$ cat src/rtl/uart_pkg.sv
// Shared UART definitions: state encoding (matches the transmitter), frame sizes, vote helper.
package uart_pkg;
    typedef logic [1:0] uart_state_t;

    localparam uart_state_t IDLE  = 2'b00;
    localparam uart_state_t START = 2'b01;
    localparam uart_state_t DATA  = 2'b10;
    localparam uart_state_t STOP  = 2'b11;

    localparam int UART_FRAME_BITS = 8;  // parity + data
    localparam int UART_DATA_BITS  = 7;

    function automatic logic maj3(input logic a, input logic b, input logic c);
        return (a & b) | (a & c) | (b & c);
    endfunction
endpackage

$ cat src/rtl/uart_rx_sync.sv
// Two-flop synchronizer for the asynchronous RX pin; both flops reset to RST_VAL.
module uart_rx_sync #(
    parameter logic RST_VAL = 1'b1
) (
    input  logic clk,
    input  logic resetN,
    input  logic d_i,
    output logic q_o
);
    logic meta_q, sync_q;

    always_ff @(posedge clk or negedge resetN) begin
        if (!resetN) begin
            meta_q <= RST_VAL;
            sync_q <= RST_VAL;
        end else begin
            meta_q <= d_i;
            sync_q <= meta_q;
        end
    end

    assign q_o = sync_q;
endmodule

$ cat src/rtl/uart_receiver.sv
// Oversampling UART receiver: start, odd parity, 7 data bits MSB first, stop.
// Define UART_RX_MAJORITY_EN for 2-of-3 voting around each sample point.
module uart_receiver
    import uart_pkg::*;
#(
    parameter int OVERSAMPLE = 16
) (
    input  logic                      clk,
    input  logic                      resetN,
    input  logic                      rx,
    input  logic                      rx_en,
    output logic [UART_DATA_BITS-1:0] data_out,
    output logic                      valid,
    output logic                      parity_err,
    output logic                      frame_err,
    output logic                      busy
);
    localparam int CW = $clog2(OVERSAMPLE);
    localparam int NW = $clog2(UART_FRAME_BITS);
    localparam logic [CW-1:0] HALF_P = CW'(OVERSAMPLE / 2 - 1);
    localparam logic [CW-1:0] FULL_P = CW'(OVERSAMPLE - 1);
    localparam logic [NW-1:0] LAST_BIT = NW'(UART_FRAME_BITS - 1);

    logic rx_s, bit_s;

    uart_rx_sync #(.RST_VAL(1'b1)) u_sync (
        .clk    (clk),
        .resetN (resetN),
        .d_i    (rx),
        .q_o    (rx_s)
    );

`ifdef UART_RX_MAJORITY_EN
    // Two previous ticks' samples; at the decision tick these are P-2 and P-1.
    logic [1:0] hist_q;
    always_ff @(posedge clk or negedge resetN) begin
        if (!resetN)    hist_q <= 2'b11;
        else if (rx_en) hist_q <= {hist_q[0], rx_s};
    end
    assign bit_s = maj3(hist_q[1], hist_q[0], rx_s);
`else
    assign bit_s = rx_s;
`endif

    uart_state_t                state_q, state_d;
    logic [CW-1:0]              cnt_q, cnt_d;
    logic [NW-1:0]              nbit_q, nbit_d;
    logic [UART_FRAME_BITS-1:0] shreg_q, shreg_d;
    logic                       armed_q, armed_d;
    logic [UART_DATA_BITS-1:0]  data_q, data_d;
    logic                       perr_q, perr_d, ferr_q, ferr_d, valid_q, valid_d;

    always_comb begin
        state_d = state_q;
        cnt_d   = cnt_q;
        nbit_d  = nbit_q;
        shreg_d = shreg_q;
        armed_d = armed_q;
        data_d  = data_q;
        perr_d  = perr_q;
        ferr_d  = ferr_q;
        valid_d = 1'b0;
        if (rx_en) begin
            case (state_q)
                IDLE: begin
                    if (rx_s) begin
                        armed_d = 1'b1;
                    end else if (armed_q) begin
                        cnt_d   = '0;
                        state_d = START;
                    end
                end
                START: begin
                    if (cnt_q == HALF_P) begin
                        if (bit_s) begin
                            state_d = IDLE;
                        end else begin
                            cnt_d   = '0;
                            nbit_d  = '0;
                            state_d = DATA;
                        end
                    end else begin
                        cnt_d = cnt_q + 1'b1;
                    end
                end
                DATA: begin
                    if (cnt_q == FULL_P) begin
                        cnt_d   = '0;
                        shreg_d = {shreg_q[UART_FRAME_BITS-2:0], bit_s};
                        nbit_d  = nbit_q + 1'b1;
                        if (nbit_q == LAST_BIT) state_d = STOP;
                    end else begin
                        cnt_d = cnt_q + 1'b1;
                    end
                end
                STOP: begin
                    if (cnt_q == FULL_P) begin
                        cnt_d   = '0;
                        valid_d = 1'b1;
                        data_d  = shreg_q[UART_DATA_BITS-1:0];
                        perr_d  = ~(^shreg_q);
                        ferr_d  = ~bit_s;
                        // A low stop bit may be a break: wait for the line to go high again.
                        if (!bit_s) armed_d = 1'b0;
                        state_d = IDLE;
                    end else begin
                        cnt_d = cnt_q + 1'b1;
                    end
                end
                default: state_d = IDLE;
            endcase
        end
    end

    always_ff @(posedge clk or negedge resetN) begin
        if (!resetN) begin
            state_q <= IDLE;
            cnt_q   <= '0;
            nbit_q  <= '0;
            shreg_q <= '0;
            armed_q <= 1'b1;
            data_q  <= '0;
            perr_q  <= 1'b0;
            ferr_q  <= 1'b0;
            valid_q <= 1'b0;
        end else begin
            state_q <= state_d;
            cnt_q   <= cnt_d;
            nbit_q  <= nbit_d;
            shreg_q <= shreg_d;
            armed_q <= armed_d;
            data_q  <= data_d;
            perr_q  <= perr_d;
            ferr_q  <= ferr_d;
            valid_q <= valid_d;
        end
    end

    assign data_out   = data_q;
    assign valid      = valid_q;
    assign parity_err = perr_q;
    assign frame_err  = ferr_q;
    assign busy       = (state_q != IDLE);
endmodule

$ cat config.mk
export PLATFORM = sky130hd
export DESIGN_NAME = uart_receiver
export DESIGN_NICKNAME = d
export VERILOG_FILES = /design/src/rtl/uart_pkg.sv /design/src/rtl/uart_rx_sync.sv /design/src/rtl/uart_receiver.sv
export SDC_FILE = /design/constraint.sdc
export NUM_CORES = 1
export LEC_CHECK = 0
export BUFFER_PORTS_ARGS = -buffer_cell sky130_fd_sc_hd__buf_2
export CORE_MARGIN = 4
export CORE_UTILIZATION = 56
export CTS_CLUSTER_SIZE = 40
export DETAILED_ROUTE_END_ITERATION = 8
export PLACE_DENSITY_LB_ADDON = 0.25
export SLEW_MARGIN = 20
export SYNTH_ARGS = -nofsm -noshare
export SYNTH_HDL_FRONTEND = slang
export SYNTH_SLANG_ARGS = --single-unit
$ cat constraint.sdc
create_clock -name clk -period 2.15 [get_ports clk]
set_input_delay 0.215 -clock clk [delete_from_list [all_inputs] [get_ports clk]]
set_output_delay 0.215 -clock clk [all_outputs]
set_load 0.05 [all_outputs]
# After elaboration in Yosys (flattened, before gate mapping)
# Cells that the tools add are included.
# totals
reg_bits	30
inputBits	4
out_inout_bits	11
# op_classes
addsub	2
eq_ne	16
muxes	25
n_bitwise	2
n_reduce_logical	12
# ops
op	n
2-to-1 mux 4 bit	5
!= test 2 bit, second input constant	8
2-to-1 mux 2 bit	7
case mux 4 bit (3 select lines)	1
AND reduction 5 bit	2
2-to-1 mux 3 bit	3
case mux 2 bit (4 select lines)	1
parity 8 bit	1
AND reduction 7 bit	1
2-to-1 mux 1 bit	6
case mux 3 bit (2 select lines)	1
AND reduction 3 bit	2
nonzero test 2 bit	3
adder 4 x 1 -> 4 bit, second input constant	1
== test 2 bit, second input constant	2
== test 4 x 3 -> 1 bit, second input constant	1
== test 4 bit, second input constant	1
AND reduction 4 bit	1
adder 3 x 1 -> 3 bit, second input constant	1
== test 3 bit, second input constant	1
!= test 3 bit, second input constant	1
== test 2 x 1 -> 1 bit, second input constant	1
logical NOT 2 bit	1
!= test 2 x 1 -> 1 bit, second input constant	1
3 further kinds	4

# Logic depth before layout (Yosys ltp)
# Gate-level depths: netlist (run 1).
# logic_depth
ltp_word	4
mapped_depth	6
ltp_nobuf	6

# Modules after synthesis
# From an unflattened synthesis (run 1), not the netlist that was laid out.
# unflattened
cells_unflattened	109
area_unflattened_um2	1337.5
# modules_own_cells
mod	instances	cells_per_inst	area_per_inst_um2
uart_receiver	1	107	1285.0
uart_rx_sync	1	2	52.6

# Worst setup path before layout (run 1)
# OpenSTA, ideal clock, no wires.
# synth_timing
path_type	reg-to-reg
start	register cnt_q[0]
end	register shreg_q[0]
setup_time_ns	0.128
arrival_time_ns	1.375
setup_slack_ns	0.647
stages_incl_launch_ff	6
path_buffers	1
cell_sequence	dfrtp_1 > ha_1 > nand4_1 > nor3_2 > buf_4 > mux2_1
# synth_between
elab_chain_len	2
# synth_rtl
item	line_no	text
start: declaration	uart_receiver.sv:46	logic [CW-1:0] cnt_q, cnt_d;
start signal: assignment	uart_receiver.sv:128	cnt_q <= cnt_d;
== test 4 bit	uart_receiver.sv:87	if (cnt_q == FULL_P) begin
AND reduction 3 bit (no source line)	--	
end signal: assignment	uart_receiver.sv:130	shreg_q <= shreg_d;
end: declaration	uart_receiver.sv:48	logic [UART_FRAME_BITS-1:0] shreg_q, shreg_d;
# No other way between the ends.
# A chain may end at the register's enable or synchronous reset.

==> flow_summary.yaml, run 1 <==
sta:
  tightest_slew_ns: 0.6451
  slew_headroom_pct: 56.99
  setup_viol: 0
  rsz0062_at_grt: "no"
  fin_worst_skew_ns: 0.01014
  max_freq_ghz: 0.5854
  finalHoldViolCount: 0
  final.setup.tns_ns: 0
  whs_ns: 0.2066
  report.final.slew_viol_count: 0
  period_share_pct: 79.45
  final.min_clock_period_ns: 1.708
routing:
  dr_total_vias: 973
  firstDrtPassIters: 4
  detail_route.iter0.violations: 27
  avgViaCountPerCell: 5.528
  drc: 0
  totalWireLength_mm: 2.513
  ant_nets: 0
  wl_per_cell_um: 14.28
critical_path:
  criticalPathCategory: "flop to flop"
  cp.arrival_ns: 1.93
  critPathBufInv: 1
  endpoint_kind: "flop"
  cp_slowest_cell: "dfrtp_1"
  crit_family: "flip-flops"
  worst-path-max-fanout: 11
  cp.required_ns: 2.37
  crit_path_cell_trace: "nor2_1 -> inv_2 -> o21ai_1 -> or2_4 -> a211o_1"
  startpoint_type: "flop"
  slowest_delay_ns: 0.62
logic_synthesis:
  ys_seq_elements: 30
  yosysSeqAreaShare_pct: 54.47
  yosys_warnings: 0
  yosys.area.top_type: "dfrtp_1"
  avgSynthCellArea_um2: 10.91
  syn_nets: 134
  synth_cell_type_count: 35
  synth_edf_count: 0
  synthTopCellsByCount: "27 x dfrtp_1, 27 x nand2_1, 9 x mux2_1"
  syn_inst: 127
  synthArstFlopShare_pct: 100.0
  synth_ff_type: "dfrtp_1"
  synth_top_cell_area_share_pct: 48.78
  synthTopCellsByArea: "dfrtp_1 49%, mux2_1 7.3%, nand2_1 7.3%"
  netlist_area_um2: 1385
power_and_ir_drop:
  power_density_nw_per_um2: 980.5
  vdd_drop_max_v: 0.0008677
  leakagePower_nw: 0.8029
cells_and_area:
  drive_above_1_share_pct: 22.97
  stdcell_area_um2: 1546
  finalNetCount: 154
  n_antenna_cell: 0
  syn_to_final_growth_pct: 11.65
  fill_cells: 179
grt:
  grt_max_degree: 31
  grt_pass1_vias: 995
  grt-ovfl-total: 0
  grt_antenna_before_repair: 0
  grtUsageTotal_pct: 18.65
  grt_pass1_wl_mm: 4.629
die:
  start_util_pct: 60.86
  io_pins: 15
  num_rows: 17
  die_h_um: 57.73
  die_w_um: 57.73
  core-area_um2: 2276
  die_area_um2: 3333
clock_network:
  postCtsSetupBuffers: 0
  insertion_delay_ns: 0.32
  ctsRootBufferMaster: "clkbuf_4"
  ctsHtreeMaxLevel: 2
  cts.sinks: 30
  cts_tree: "done"
  cts_buffers: 5
  clk_pin_slew_ns: 0.10
  clock_path_buffers: 2
place:
  globalplace.congestion: 0.8232
  dp_hpwl_mm: 1.758
  port_buffers: 14
  placed_area_um2: 1466
flow_run:
  drv_cap: 0
outcome:
  outcome: "finished clean"
hold_path:
  hp-class: "input port to flop"
## metrics by stage
| stage | worst slack, ns | power (mW) | std cells | util [%] |
|---|---|---|---|---|
| 3_3_place_gp | 0.5212 | 1.148 | 166 | 64.43 |
| 3_5_place_dp | 0.4738 | 1.176 | 166 | 64.43 |
| 6_report | 0.4418 | 1.516 | 176 | 67.95 |
| 2_1_floorplan | 0.6473 | 1.096 | 127 | - |
| 4_1_cts | 0.4309 | 1.531 | 176 | 67.95 |
| 5_1_grt | 0.3238 | 1.641 | 176 | 67.95 |
## power breakdown
| part | leakage [nW] | internal, mW | total [mW] | switching (mW) |
|---|---|---|---|---|
| sequential | 0.400 | 0.657 | 0.776 | 0.119 |
| combinational | 0.367 | 0.170 | 0.396 | 0.226 |
| clock | 0.0353 | 0.158 | 0.344 | 0.186 |
## routing by layer
layer / share of wire [%] / routed length, um / GRT usage, %
met4: 1.9 / 49 / 9.272
met3: 7.2 / 180 / 7.127
met2: 44 / 1102 / 25.81
met5: 0 / 0 / 0
met1: 47 / 1180 / 25.47
## area by class of cell
type,instances,area [um2],area share (%)
Timing Repair Buffer,17,97.59,6.311
Multi-Input combinational cell,87,576.8,37.30
Inverter,6,22.52,1.456
Clock inverter,1,5.005,0.3236
Tap cell,28,35.03,2.265
Sequential cell,30,754.5,48.79
Clock buffer,7,55.05,3.560
## sequential cells by signal, summed over array words and instances (netlist names), 3 cells and up, named ones only
| register | count |
|---|---|
| data_out | 7 |
| cnt_q | 4 |
| nbit_q | 3 |
| shreg_q | 8 |
## tightest hold or removal path, cell delays in order
cell and delay [ns]:
buf_2 0.14, a21oi_1 0.13, nor2_1 0.06
## placed cells by master, fill, tap and decap left out, drive strengths merged
cell type / n
a21oi: 3
xor2: 1
a211o: 1
a22o: 1
nand3: 3
nand3b: 2
clkinv: 1
dfrtp: 27
nor2b: 1
ha: 3
and3b: 1
or2: 2
a22oi: 1
o21ai: 8
inv: 6
nand4b: 2
nand4: 1
o22a: 1
xnor2: 6
nor3: 2
a2111oi: 1
buf: 15
dfstp: 3
nand2b: 1
mux2: 11
o31ai: 1
dlygate4sd3: 2
clkbuf: 7
nand2: 27
nor2: 6
o211ai: 1
## kinds of logic after synthesis
| family | count (synthesis) | synth area share [%] |
|---|---|---|
| AND/OR/NAND/NOR | 48 | 17.07 |
| flip-flops | 30 | 54.47 |
| AO/OA/AOI/OAI | 18 | 8.492 |
| multiplexers | 11 | 8.943 |
| buffers and inverters | 10 | 3.884 |
| XOR/XNOR | 7 | 4.426 |
| adder cells (fa/ha/maj) | 3 | 2.710 |
## final timing paths
check	cells after the start	endpoint	start	slack, ns
worst min register to register	0	u_sync.q_o	u_sync.meta_q	0.36
worst max register to register	5	cnt_q[3]	flop	0.44
max in group asynchronous	2	shreg_q[7]	resetN	1.29
worst max-delay path	5	cnt_q[3]	flop	0.44
worst min-delay path	3	armed_q	rx_en	0.21
min in group asynchronous	2	cnt_q[0]	resetN	0.44
## what timing repair did
action | 4_1_cts | 5_1_grt
resized for setup | 0 | 0
hold buffers | 2 | 0
hold endpoints to repair | 28 | 0
(Power assumes the default switching activity.)
==> inputs of run 2 (changes only) <==
- CORE_UTILIZATION: 56 -> 51
- clock period: 2.15 -> 1.4 ns (I/O delays scaled with it)
==> run 2 against run 1 <==
The flow now finishes with violations (negative setup slack); sequential power increased by 51%; sequential share of layout area shrank 5.9 points; combinational power rose to 2.8 times the previous value; die area increased by 8.4%; final cell count up 11%; via count rose by 4.8%.
==> flow_summary.yaml, run 2 (synthesis results as in run 1) <==
outcome:
  outcome: "finished, violations left"
  violations: "negative setup slack"
die:
  die_w_um: 60.12
  die_area_um2: 3614
  core-area_um2: 2522
  num_rows: 18
  io_pins: 15
  die_h_um: 60.12
  start_util_pct: 54.91
grt:
  gr-usage-met1_pct: 22.30
  use_met3_pct: 6.695
  grt_pass1_wl_mm: 4.588
  grt.met2_usage_pct: 27.01
  busiest_layer: "met2"
  grt_antenna_before_repair: 0
  grt-ovfl-total: 0
  grt_pass1_vias: 1014
  grt_max_degree: 31
  grtUsageTotal_pct: 17.96
critical_path:
  crit_path_cell_trace: "ha_4 -> nand3_1 -> a22oi_2 -> nand3_1 -> mux2_4"
  critPathBufInv: 0
  startpoint_type: "flop"
  slowest_delay_ns: 0.40
  criticalPathCategory: "flop to flop"
  critPathMostFrequentCell: "nand3_1"
  worst-path-max-fanout: 4
  cp.required_ns: 1.62
  crit_family: "flip-flops"
  endpoint_kind: "flop"
  cp.arrival_ns: 1.75
  cp_slowest_cell: "dfrtp_1"
cells_and_area:
  finalNetCount: 172
  layoutNonFillerInstCount: 196
  fin_util_pct: 70.04
  n_antenna_cell: 0
  syn_to_final_growth_pct: 27.55
  largest_register: "shreg_q"
  final_cell_mix: "26 x nand2_1, 25 x dfrtp_1, 17 x buf_4"
  largest_register_ffs: 8
  drive_above_1_share_pct: 38.55
  final_common_cell: "nand2_1"
place:
  globalplace.congestion: 0.7621
  dp_hpwl_mm: 1.873
  port_buffers: 14
  dpl.cell_count: 181
clock_network:
  clk_pin_slew_ns: 0.10
  insertion_delay_ns: 0.34
  cts_tree: "done"
  cts.sinks: 30
  ctsHtreeMaxLevel: 2
  ctsRootBufferMaster: "clkbuf_4"
  clock_path_buffers: 2
  cts_buffers: 5
hold_path:
  hp-class: "input port to flop"
sta:
  report.final.slew_viol_count: 0
  rsz0062_at_grt: "yes"
  setup_viol: 16
  finalHoldViolCount: 0
  tightest_slew_ns: 0.6314
  period_share_pct: 109.3
  slew_headroom_pct: 57.90
  fin_worst_skew_ns: 0.01975
  final.min_clock_period_ns: 1.530
  max_freq_ghz: 0.6536
  setup_slack_ns: -0.1299
power_and_ir_drop:
  pwr-share-comb_pct: 39.0
  power_density_nw_per_um2: 1589
  clockPowerShare_pct: 19.3
  internal_power_mw: 1.861
  swShare_pct: 33.69
  vdd_drop_max_v: 0.001221
  seqPwrFrac_pct: 41.8
  leakagePower_nw: 0.9071
  p_sw_uw: 945.9
routing:
  drc: 0
  totalWireLength_mm: 2.719
  dr_total_vias: 1020
  firstDrtPassIters: 4
  avgViaCountPerCell: 5.204
  detail_route.iter0.violations: 21
  ant_nets: 0
  wl_per_cell_um: 13.87
flow_run:
  drv_cap: 0
## run 2: cell types whose count changed in the layout (fill, tap and decap cells not counted), moves of 2 or more
| cell | before | now |
|---|---|---|
| buf_4 | 1 | 17 |
| buf_6 | 0 | 2 |
| mux2_2 | 2 | 0 |
| mux2_1 | 9 | 6 |
| dfrtp_1 | 27 | 25 |
| mux2_4 | 0 | 5 |
| dfrtp_2 | 0 | 2 |
## run 2: final timing paths
path                       cells past startpoint           from  slack [ns]                          to
min                                            3          rx_en        0.13                     armed_q
max                                            5       cnt_q[0]       -0.13                        flop
max in group asynchronous                      2         resetN        0.58  asynchronous set/reset pin
min reg2reg                                    0  u_sync.meta_q        0.36                  u_sync.q_o
min in group asynchronous                      2         resetN        0.36                 data_out[4]
max reg2reg                                    5       cnt_q[0]       -0.13                        flop
## run 2: per-layer routing
| metal | part of all wire, % | wire, um |
|---|---|---|
| met1 | 47 | 1275 |
| met2 | 45 | 1226 |
| met3 | 5.5 | 150 |
| met4 | 2.5 | 67 |
| met5 | 0 | 0 |
## run 2: timing repair
item                                   in CTS  in global routing
gates cloned                                0                  0
hold buffers                                2                  0
gates resized for setup                     8                 16
pin swaps                                   3                  5
setup buffers                               3                  2
setup endpoints to repair                  28                 25
endpoints found under the hold margin      28                  0
## run 2: power by group through the flow
stage / Clock [mW] / Combinational, mW / Sequential [mW]
floorplan: 0 / 0.581 / 1.11
detailed placement: 0 / 0.866 / 1.17
finish: 0.541 / 1.09 / 1.17
global placement: 0 / 0.842 / 1.15
CTS: 0.555 / 0.957 / 1.16
global route: 0.600 / 1.20 / 1.19
## run 2: cell type report
cell class                      count  area, um2
Sequential cell                    30      757.0
Clock buffer                        7      55.05
Fill cell                         176      755.7
Clock inverter                      1      5.005
Multi-Input combinational cell     87      634.4
Tap cell                           30      37.54
Timing Repair Buffer               35      250.2
Inverter                            6      27.53
## run 2: stage by stage
stage	TNS (ns)	power [mW]	instance area [um2]	hold slack (ns)	setup slack, ns
floorplan	-0.7646	1.692	1391	-0.1556	-0.09104
global placement	-0.9531	1.993	1573	0.1870	-0.09676
detailed placement	-2.552	2.032	1573	0.1936	-0.1320
CTS	-1.473	2.675	1704	0.1093	-0.1312
global route	-2.991	2.990	1767	0.1447	-0.2192
finish	-1.436	2.807	1767	0.1262	-0.1299
## run 2: worst register-to-register path: stages, from the launching register on
cell and delay [ns]:
dfrtp_1 0.40, ha_4 0.16, nand3_1 0.10, a22oi_2 0.29, nand3_1 0.15, mux2_4 0.32
==> inputs of run 3 (changes only) <==
- CORE_UTILIZATION: 51 -> 54
- CTS_BUF_LIST: not set -> sky130_fd_sc_hd__clkbuf_8
- SKIP_LAST_GASP: not set -> 1
==> run 3 against run 2 <==
The flow still finishes with violations (negative setup slack); die area shrank 4.8%; global-route usage grew 0.89 points; sequential power is essentially flat.
==> flow_summary.yaml, run 3 (synthesis results as in run 1) <==
outcome:
  outcome: "finished, violations left"
  violations: "negative setup slack"
die:
  die_area_um2: 3439
  num_rows: 18
  die_h_um: 58.65
  core-area_um2: 2455
  io_pins: 15
  start_util_pct: 56.42
  die_w_um: 58.65
sta:
  report.final.slew_viol_count: 0
  final.min_clock_period_ns: 1.561
  period_share_pct: 111.5
  setup_slack_ns: -0.1612
  whs_ns: 0.2966
  slew_headroom_pct: 56.54
  tightest_slew_ns: 0.6519
  fin_worst_skew_ns: 0.006424
  max_freq_ghz: 0.6405
  finalHoldViolCount: 0
  setup_viol: 17
  rsz0062_at_grt: "yes"
power_and_ir_drop:
  vdd_drop_max_v: 0.001541
  leakagePower_nw: 0.9249
  power_density_nw_per_um2: 1512
clock_network:
  clock_path_buffers: 2
  clk_pin_slew_ns: 0.06
  ctsRootBufferMaster: "clkbuf_8"
  cts_tree: "done"
  insertion_delay_ns: 0.27
  ctsHtreeMaxLevel: 2
  cts_buffers: 5
  cts.sinks: 30
cells_and_area:
  stdcell_area_um2: 1817
  n_antenna_cell: 0
  largest_register: "shreg_q"
  final_cell_mix: "26 x dfrtp_1, 18 x nand2_1, 16 x buf_4"
  drive_above_1_share_pct: 45.51
  syn_to_final_growth_pct: 31.17
  final_common_cell: "dfrtp_1"
  finalNetCount: 173
  largest_register_ffs: 8
routing:
  detail_route.iter0.violations: 37
  drc: 0
  wl_per_cell_um: 14.57
  avgViaCountPerCell: 5.345
  totalWireLength_mm: 2.870
  ant_nets: 0
  dr_total_vias: 1053
  firstDrtPassIters: 4
grt:
  grt_max_degree: 31
  grt_pass1_wl_mm: 4.864
  grt_antenna_before_repair: 0
  grt_pass1_vias: 1087
  grtUsageTotal_pct: 18.86
  grt-ovfl-total: 0
critical_path:
  endpoint_kind: "flop"
  startpoint_type: "flop"
  cp.arrival_ns: 1.72
  cp_slowest_cell: "dfrtp_1"
  slowest_delay_ns: 0.35
  crit_path_cell_trace: "ha_2 -> nand3b_1 -> a22oi_2 -> o211ai_1 -> mux2_1"
  criticalPathCategory: "flop to flop"
  cp.required_ns: 1.55
  worst-path-max-fanout: 4
place:
  dp_hpwl_mm: 1.901
  port_buffers: 14
  globalplace.congestion: 0.9031
  placed_area_um2: 1603
hold_path:
  hp-class: "input port to flop"
flow_run:
  drv_cap: 0
[run 3: cell types whose count changed in the layout (fill, tap and decap cells not counted), moves of 2 or more]
cell      change
buf_6         +2
clkbuf_4      -5
clkbuf_8      +4
inv_1         +3
mux2_1        -5
mux2_4        +4
nand2_1       -8
nand2_2       +7
[run 3: worst paths after layout]
kind / start / to / slack [ns] / cells past startpoint
setup / recovery: cnt_q[0] / state_q[0] / -0.16 / 5
hold / removal: rx_en / armed_q / 0.30 / 4
setup reg to reg: cnt_q[0] / state_q[0] / -0.16 / 5
hold reg to reg: u_sync.meta_q / u_sync.q_o / 0.35 / 0
max in group asynchronous: resetN / asynchronous set/reset pin / 0.49 / 2
min in group asynchronous: resetN / data_out[1] / 0.44 / 2
[run 3: stage by stage]
| step | TNS [ns] | std cells | total power [mW] | worst slack [ns] | util [%] |
|---|---|---|---|---|---|
| detailed placement | -1.695 | 185 | 2.056 | -0.1604 | 65.29 |
| global route | -3.745 | 197 | 2.917 | -0.2540 | 74.01 |
| finish | -1.611 | 197 | 2.748 | -0.1612 | 74.01 |
| global placement | -0.5667 | 185 | 2.005 | -0.1129 | 65.29 |
| CTS | -1.740 | 197 | 2.735 | -0.1610 | 71.87 |
| floorplan | -0.7646 | 127 | 1.692 | -0.09104 | - |
[run 3: repair_timing]
action	CTS	global route
setup buffers	1	0
cloned	1	0
setup endpoints to repair	27	27
hold buffers	2	0
gates resized for setup	16	17
hold endpoints to repair	28	0
pin swaps	4	17
[run 3: worst max-delay path, delay by kind of cell, from the launching register on]
family / cells / cell delay (ns)
AO/OA/AOI/OAI: 2 / 0.39
AND/OR/NAND/NOR: 1 / 0.16
adder cells (fa/ha/maj): 1 / 0.21
multiplexers: 1 / 0.33
flip-flops: 1 / 0.35
[run 3: metal layers]
metal | wire [um] | track usage [%] | up-vias
met1 | 1363 | 25.36 | 509
met2 | 1346 | 29.51 | 29
li1 | - | - | 511
met3 | 122 | 4.167 | 4
met5 | 0 | 0 | -
met4 | 37 | 8.091 | 0
[run 3: power breakdown]
group	leakage [nW]	switching, mW	internal, mW
Combinational	0.474	0.462	0.487
Clock	0.0519	0.298	0.330
Sequential	0.399	0.155	1.02
Total	0.925	0.915	1.83
[run 3: layout make-up]
class	instances	area, um2
clock buffer	5	68.82
clock inverter	3	11.26
fill	149	638.1
inverter	6	25.02
multi-input combinational	87	663.1
sequential	30	755.7
tap	30	37.54
timing repair buffer	36	255.2
